<file path="src/rtl/data_proc_inc.sv">
// data_proc_inc: adds INC_VALUE to every lane of an AXI-Stream beat, with ap_ctrl call handshake and an output FIFO.
// Build option: define DATA_PROC_SAT_EN to saturate each lane add at its maximum instead of wrapping.
module data_proc_inc #(
    parameter int unsigned DATA_WIDTH = 512,
    parameter int unsigned LANE_WIDTH = 32,
    parameter int unsigned INC_VALUE  = 1,
    parameter int unsigned OBUF_DEPTH = 2
) (
    input  logic                  ap_clk,
    input  logic                  ap_rst_n,
    input  logic                  ap_start,
    input  logic [31:0]           beat_count,
    output logic                  ap_done,
    output logic                  ap_idle,
    output logic                  ap_ready,
    input  logic [DATA_WIDTH-1:0] Input_1_TDATA,
    input  logic                  Input_1_TVALID,
    output logic                  Input_1_TREADY,
    output logic [DATA_WIDTH-1:0] Output_1_TDATA,
    output logic                  Output_1_TVALID,
    input  logic                  Output_1_TREADY
);

    localparam int NUM_LANES = int'(DATA_WIDTH / LANE_WIDTH);
    localparam int unsigned PTR_W = $clog2(OBUF_DEPTH);
    localparam int unsigned CNT_W = PTR_W + 1;
    localparam logic [LANE_WIDTH-1:0] INC_LANE  = LANE_WIDTH'(INC_VALUE);
    localparam logic [CNT_W-1:0]      DEPTH_CNT = CNT_W'(OBUF_DEPTH);

    typedef enum logic [1:0] {S_IDLE, S_RUN, S_DRAIN, S_DONE} state_t;

    state_t                r_state;
    state_t                w_state_next;
    logic [31:0]           r_remaining;
    logic [CNT_W-1:0]      r_count;
    logic [CNT_W-1:0]      w_count_next;
    logic [PTR_W-1:0]      r_wr_ptr;
    logic [PTR_W-1:0]      r_rd_ptr;
    logic [DATA_WIDTH-1:0] r_mem [OBUF_DEPTH];
    logic [DATA_WIDTH-1:0] w_proc;
    logic                  w_push;
    logic                  w_pop;
`ifdef DATA_PROC_SAT_EN
    logic [LANE_WIDTH:0]   w_sum;
`endif

    // Input readiness looks only at registered occupancy, so there is no path from Output_1_TREADY.
    assign Input_1_TREADY  = (r_state == S_RUN) && (r_count < DEPTH_CNT);
    assign w_push          = Input_1_TVALID && Input_1_TREADY;
    assign Output_1_TVALID = (r_count != '0);
    assign w_pop           = Output_1_TVALID && Output_1_TREADY;
    assign w_count_next    = r_count + CNT_W'(w_push) - CNT_W'(w_pop);
    assign Output_1_TDATA  = Output_1_TVALID ? r_mem[r_rd_ptr] : '0;

    assign ap_ready = w_push && (r_remaining == 32'd1);
    assign ap_done  = (r_state == S_DONE);
    assign ap_idle  = (r_state == S_IDLE);

    always_comb begin
        // NOTE: every combinational output gets a default before any branch, so no latch is inferred.
        w_proc = '0;
`ifdef DATA_PROC_SAT_EN
        w_sum  = '0;
`endif
        for (int i = 0; i < NUM_LANES; i++) begin
`ifdef DATA_PROC_SAT_EN
            w_sum = {1'b0, Input_1_TDATA[i*LANE_WIDTH +: LANE_WIDTH]} + {1'b0, INC_LANE};
            w_proc[i*LANE_WIDTH +: LANE_WIDTH] = w_sum[LANE_WIDTH] ? '1 : w_sum[LANE_WIDTH-1:0];
`else
            w_proc[i*LANE_WIDTH +: LANE_WIDTH] = Input_1_TDATA[i*LANE_WIDTH +: LANE_WIDTH] + INC_LANE;
`endif
        end
    end

    always_comb begin
        w_state_next = r_state;
        unique case (r_state)
            S_IDLE:  if (ap_start) w_state_next = (beat_count != 32'd0) ? S_RUN : S_DONE;
            S_RUN:   if (w_push && (r_remaining == 32'd1)) w_state_next = S_DRAIN;
            // Leave DRAIN in the cycle the last beat is popped, not one cycle after.
            S_DRAIN: if (w_count_next == '0) w_state_next = S_DONE;
            S_DONE:  w_state_next = S_IDLE;
            default: w_state_next = S_IDLE;
        endcase
    end

    always_ff @(posedge ap_clk or negedge ap_rst_n) begin
        if (!ap_rst_n) begin
            r_state     <= S_IDLE;
            r_remaining <= '0;
            r_count     <= '0;
            r_wr_ptr    <= '0;
            r_rd_ptr    <= '0;
        end else begin
            // NOTE: non-blocking assignments so every register samples the pre-edge values.
            r_state <= w_state_next;
            r_count <= w_count_next;
            if (w_push) r_wr_ptr <= r_wr_ptr + PTR_W'(1);
            if (w_pop)  r_rd_ptr <= r_rd_ptr + PTR_W'(1);
            if ((r_state == S_IDLE) && ap_start) r_remaining <= beat_count;
            else if (w_push)                     r_remaining <= r_remaining - 32'd1;
        end
    end

    // NOTE: storage is not reset; occupancy and pointers alone decide which entries are live.
    always_ff @(posedge ap_clk) begin
        if (w_push) r_mem[r_wr_ptr] <= w_proc;
    end

endmodule

</file>
<file path="config.mk">
export PLATFORM = sky130hd
export DESIGN_NAME = data_proc_inc
export DESIGN_NICKNAME = d
export VERILOG_FILES = /design/src/rtl/data_proc_inc.sv
export SDC_FILE = /design/constraint.sdc
export NUM_CORES = 2
export LEC_CHECK = 0
export BUFFER_PORTS_ARGS = -buffer_cell sky130_fd_sc_hd__buf_2
export CORE_ASPECT_RATIO = 0.8
export CORE_UTILIZATION = 30
export CTS_BUF_LIST = sky130_fd_sc_hd__clkbuf_16
export DETAILED_ROUTE_END_ITERATION = 16
export PLACE_DENSITY_LB_ADDON = 0.2
export SLEW_MARGIN = 25
export SYNTH_ARGS = -nofsm -noshare
export SYNTH_HDL_FRONTEND = slang
export SYNTH_SLANG_ARGS = --single-unit
</file>
<file path="constraint.sdc">
create_clock -name ap_clk -period 33.9 [get_ports ap_clk]
set_clock_uncertainty 0.2 [all_clocks]
set_input_delay 6.78 -clock ap_clk [delete_from_list [all_inputs] [get_ports ap_clk]]
set_output_delay 6.78 -clock ap_clk [all_outputs]
set_load 0.1 [all_outputs]
</file>
After elaboration in Yosys (flattened, before gate mapping)
Memories as Yosys holds them, arrays and structs flattened.
Cells that the tools add are included.
{ "totals": {"n_memories": 1, "wordCells": 56, "inputBits": 549, "out_inout_bits": 517, "ramBits": 1024, "ff_bits": 38} }
{ "mem_list": {"columns": ["memory", "words", "width", "read_ports", "rd_clocked_by_memory_dff", "wr", "line_no", "text"], "rows": [
  ["r_mem", 2, 512, 1, 0, 1, "39", "logic [DATA_WIDTH-1:0] r_mem [OBUF_DEPTH];"]
]} }
{ "classes": {"mux": 10, "reduce_logical": 11, "magnitude_cmp": 1, "n_addsub": 21, "n_eq_ne": 7} }
{ "op_table": {"columns": ["cell", "n"], "rows": [
  ["$add 32x1->32 const B", 16],
  ["$mux 512", 1],
  ["$mux 32", 2],
  ["$eq 32x1->1 const B", 1],
  ["$reduce_bool 32->1", 1],
  ["$sub 32x1->32 const B", 1],
  ["$mux 2", 4],
  ["$pmux 2 s4", 1],
  ["$ne 2x2->1 const B", 3],
  ["$logic_and 1x1->1", 5],
  ["$eq 2x2->1 const B", 2],
  ["$logic_not 2->1", 2],
  ["$reduce_bool 2->1", 2],
  ["$reduce_and 3->1", 1],
  ["$add 1x1->1 const B", 2],
  ["$add 2x1->2", 1],
  ["$eq 2x1->1 const B", 1],
  ["$lt 2x2->1 const B", 1],
  ["$mux 1", 2],
  ["$sub 2x1->2", 1]
]} }

Longest topological paths before layout
{ "depth": {"depth_word": 8, "ltp_mapped": 13, "ltp_nobuf": 12} }

Worst setup path before layout
No wires, ideal clock.
{ "synth_timing": {"path_type": "input -> register", "startpoint": "input Input_1_TVALID", "endpoint": "memory r_mem[0][0] (enable)", "cell_stages": 4, "required_ns": 32.300, "arrival_time_ns": 28.411, "n_path_buf": 1, "slack_ns": 3.889, "setup_time_ns": 1.400, "cell_sequence": "and3b_1 buf_2 inv_1 nor2_1"} }
{ "synth_between": {"elab_chain_len": 3} }
{ "synth_rtl": {"columns": ["element", "line_no", "text"], "rows": [
  ["from (decl)", "17", "input logic Input_1_TVALID,"],
  ["$logic_and 1x1->1", "49", "assign w_push = Input_1_TVALID && Input_1_TREADY;"],
  ["$mux 1", "107", "if (w_push) r_mem[r_wr_ptr] <= w_proc;"],
  ["$mux 1 (not written as such)", "107", null],
  ["to (decl)", "39", null]
]} }
No other way between the ends.

Final worst setup path
{ "layout_timing": {"startpoint": "input Input_1_TVALID", "endpoint": "output ap_ready"} }
{ "layout_between": {"elab_chain_len": 2} }
{ "layout_rtl": {"columns": ["element", "line_no", "text"], "rows": [
  ["$logic_and 1x1->1", "49", null],
  ["$logic_and 1x1->1", "55", "assign ap_ready = w_push && (r_remaining == 32'd1);"],
  ["to (decl)", "15", "output logic ap_ready,"]
]} }
No other way between the ends.

==> flow_summary.toml <==
[setup_path]
worst-setup-path-type = "input port to output pin"
crit_family = "simple AND/OR/NAND/NOR gates"
crit_buf_inv = 2
rr_worst_depth = 8
crit_fanout = 11
cpMaxStageDelayCell = "buf_2"
end_kind = "output pin"
critPathMaxStageDelay_ns = 0.50
path_cells = "buf_2, and3b_1, nand3b_1, nor4_4, buf_2"
crit_top_cell = "buf_2"
cp_num_cells = 5
crit_path_start_kind = "input port"
cp.required_ns = 26.92
crit_arrival_ns = 8.21

[sta]
slew_headroom_pct = 14.7
post-route-min-period_ns = 15.19
slew_violations = 0
fmax_ghz = 0.0658
rsz0062_at_grt = "no"
tightestPinTransition_ns = 1.28
setup_violations = 0
period_share_pct = 44.8
tns_ns = 0
hold_violations = 0

[detailed_routing]
drtIter0Drc = 1864
wl_per_cell_um = 22.1
ant_nets = 0
drt-vias-per-instance = 4.72
finalWirelength_mm = 156
first_pass_iters = 5
drc = 0
vias = 33400

[synthesis]
synth_edf_count = 1024
postSynth.asyncResetShare_pct = 3.58
netlist-cell-type-count = 52
yosysSeqAreaShare_pct = 64.3
netlist_instances = 3735
synth_seq_cells = 1062
syn-cell-area_um2 = 49300
yosysWarnings = 0
synth_ff_type = "edfxtp_1"
syn-num-nets = 4308
syn_avg_cell_area_um2 = 13.2

[floorplanning]
dieWidth_um = 455
core_area_um2 = 163000
dieArea_um2 = 166000
die_h_um = 365
placementRows = 132
initial_core_util_pct = 30.4
ioPinCount = 1066

[placed_design]
gp_congestion = 0.888
port_buffers = 1065
dp.final_hpwl_mm = 115

[final_layout]
drive_gt1_share_pct = 26.5
area_delta_synth_final_pct = 23.4
nNetsFinal = 5397

[clocking]
cts_tree = "done"
cts_sinks = 1062
cts_setup_buffers = 0
clock_latency_ns = 0.74
cts_buffers = 114
cts_resized = 0
clockRootBuffer = "clkbuf_16"
htree_num_levels = 3
cts_hold_buf = 0
cts_max_path_buffers = 3
cts.reportedPaths.clkPinSlew_ns = 0.06

[grt]
grt_pass1_vias = 32400
grt_antenna_before_repair = 49
grt_pass1_wl_mm = 220
grt_overflow = 0
grt_max_degree = 162
grt_usage_pct = 17.9

[run_status]
status = "completed"

[worst_hold_path]
min_path_cells = 1
hold_path.class = "flip-flop to flip-flop"

[run]
maxCapViolations = 0
-- stage by stage --
step	instance area, um^2	cells	util (%)	hold WS, ns	setup WS [ns]
5_1_grt	60900	7071	37.4	0.383	18.59
3_3_place_gp	57200	6852	35.2	0.334	18.75
2_1_floorplan	49300	3735	-	0.256	3.89
4_1_cts	60800	7063	37.4	0.349	18.69
3_5_place_dp	57200	6852	35.2	0.334	18.69
6_report	60900	7073	37.4	0.355	18.71
-- worst paths after layout --
path,end,from,slack (ns)
setup reg to reg,r_mem[1][419],r_state[1],28.29
hold / removal,r_wr_ptr,r_wr_ptr,0.35
hold reg to reg,r_wr_ptr,r_wr_ptr,0.35
setup / recovery,ap_ready,Input_1_TVALID,18.71
max in group asynchronous,r_rd_ptr,ap_rst_n,27.31
min in group asynchronous,r_remaining[6],ap_rst_n,5.80
-- worst register-to-register path, cell delays in order (launching register included) --
cell	delay (ns)
dfrtp_1	0.41
inv_1	0.09
ha_1	0.17
and3b_1	0.42
and2_4	0.63
buf_4	0.81
buf_4	0.87
buf_4	0.80
buf_4	0.78
-- area by class of cell --
type                    instances  area (um^2)
multi-input cells            2486        16900
flip-flops and latches       1062        31700
fillers                     16000       102000
clock inverters                95          728
repair buffers               1102         5650
inverters                      58          218
well taps                    2144         2680
diodes                         10         25.0
clock buffers                 116         2900
-- synthesized netlist by cell type (2+ instances only) --
| cell type | instances | area (um^2) |
|---|---|---|
| edfxtp_1 | 1024 | 30700 |
| nor2_1 | 652 | 2450 |
| mux2i_1 | 512 | 5120 |
| xnor2_1 | 389 | 3410 |
| nand3_1 | 189 | 946 |
| nand2_1 | 180 | 676 |
| xor2_1 | 126 | 1100 |
| nand4_1 | 114 | 713 |
| clkbuf_1 | 84 | 315 |
| inv_1 | 58 | 218 |
| and3_1 | 56 | 350 |
| nor3_1 | 47 | 235 |
| and4_1 | 46 | 403 |
| dfrtp_1 | 38 | 951 |
| buf_1 | 33 | 124 |
| nor4_1 | 33 | 206 |
| a21oi_1 | 31 | 155 |
| ha_1 | 24 | 300 |
| and2_1 | 17 | 106 |
| buf_2 | 11 | 55.1 |
| nor4_2 | 11 | 138 |
| nand2b_1 | 6 | 37.5 |
| or2_2 | 5 | 31.3 |
| or3_1 | 5 | 31.3 |
| nor3b_1 | 4 | 30.0 |
| mux2_2 | 3 | 33.8 |
| nor4_4 | 3 | 63.8 |
| or4_1 | 3 | 22.5 |
| or4_4 | 3 | 33.8 |
| and3b_1 | 2 | 17.5 |
| nand3b_1 | 2 | 15.0 |
| nor2b_1 | 2 | 12.5 |
| nor3_4 | 2 | 32.5 |
| nor4b_2 | 2 | 30.0 |
-- flip-flops by register name (all words and copies together), names as in the netlist --
name	cells
r_state	2
r_remaining	32
r_wr_ptr	1
r_mem	1024
r_rd_ptr	1
r_count	2
-- cells in the final DEF (no fill, tap or decap), types with 3 or more instances in the layout --
| cell | n |
|---|---|
| nand2b_1 | 6 |
| ha_1 | 24 |
| buf_2 | 1064 |
| or2_2 | 5 |
| buf_12 | 3 |
| clkinv_2 | 20 |
| xor2_1 | 126 |
| nor4_2 | 13 |
| diode_2 | 10 |
| nor3_1 | 46 |
| and4_1 | 46 |
| inv_1 | 82 |
| and3_1 | 56 |
| or3_1 | 5 |
| bufinv_16 | 9 |
| buf_4 | 35 |
| edfxtp_1 | 1024 |
| and2_1 | 16 |
| xnor2_1 | 389 |
| nand4_1 | 114 |
| mux2i_1 | 512 |
| a21oi_1 | 31 |
| dfrtp_1 | 37 |
| clkbuf_16 | 116 |
| nor4_4 | 3 |
| nor2_1 | 650 |
| or4_4 | 3 |
| nor4_1 | 31 |
| clkinv_1 | 33 |
| nand3_1 | 189 |
| nor3b_1 | 4 |
| inv_6 | 3 |
| or4_1 | 3 |
| mux2_2 | 3 |
| nand2_1 | 179 |
-- kinds of logic (layout without fill, tap and decap cells) --
| kind of cell | Yosys count | after routing | synth area share, % |
|---|---|---|---|
| and+or+nand+nor | 1397 | 1397 | 13.7 |
| DFF | 1062 | 1062 | 64.3 |
| xor gates and xnor gates | 515 | 515 | 9.14 |
| muxes | 515 | 515 | 10.5 |
| buffers and inverters | 187 | 1371 | 1.47 |
| AOI/OAI and AO/OA | 35 | 35 | 0.386 |
| adders and majority gates | 24 | 24 | 0.609 |
| other | 0 | 10 | 0 |
-- routing by layer --
| layer | up-vias | GRT usage, % | wire length, um |
|---|---|---|---|
| met5 | - | 0 | 200 |
| met4 | 32 | 4.76 | 3960 |
| met3 | 261 | 4.42 | 8560 |
| met2 | 858 | 31.1 | 78400 |
| met1 | 16400 | 22.0 | 65000 |
| li1 | 15800 | - | - |
Power is left out: the tool's default activity adds up to more than one toggle a clock period on the data nets, which glitch-free logic cannot reach.
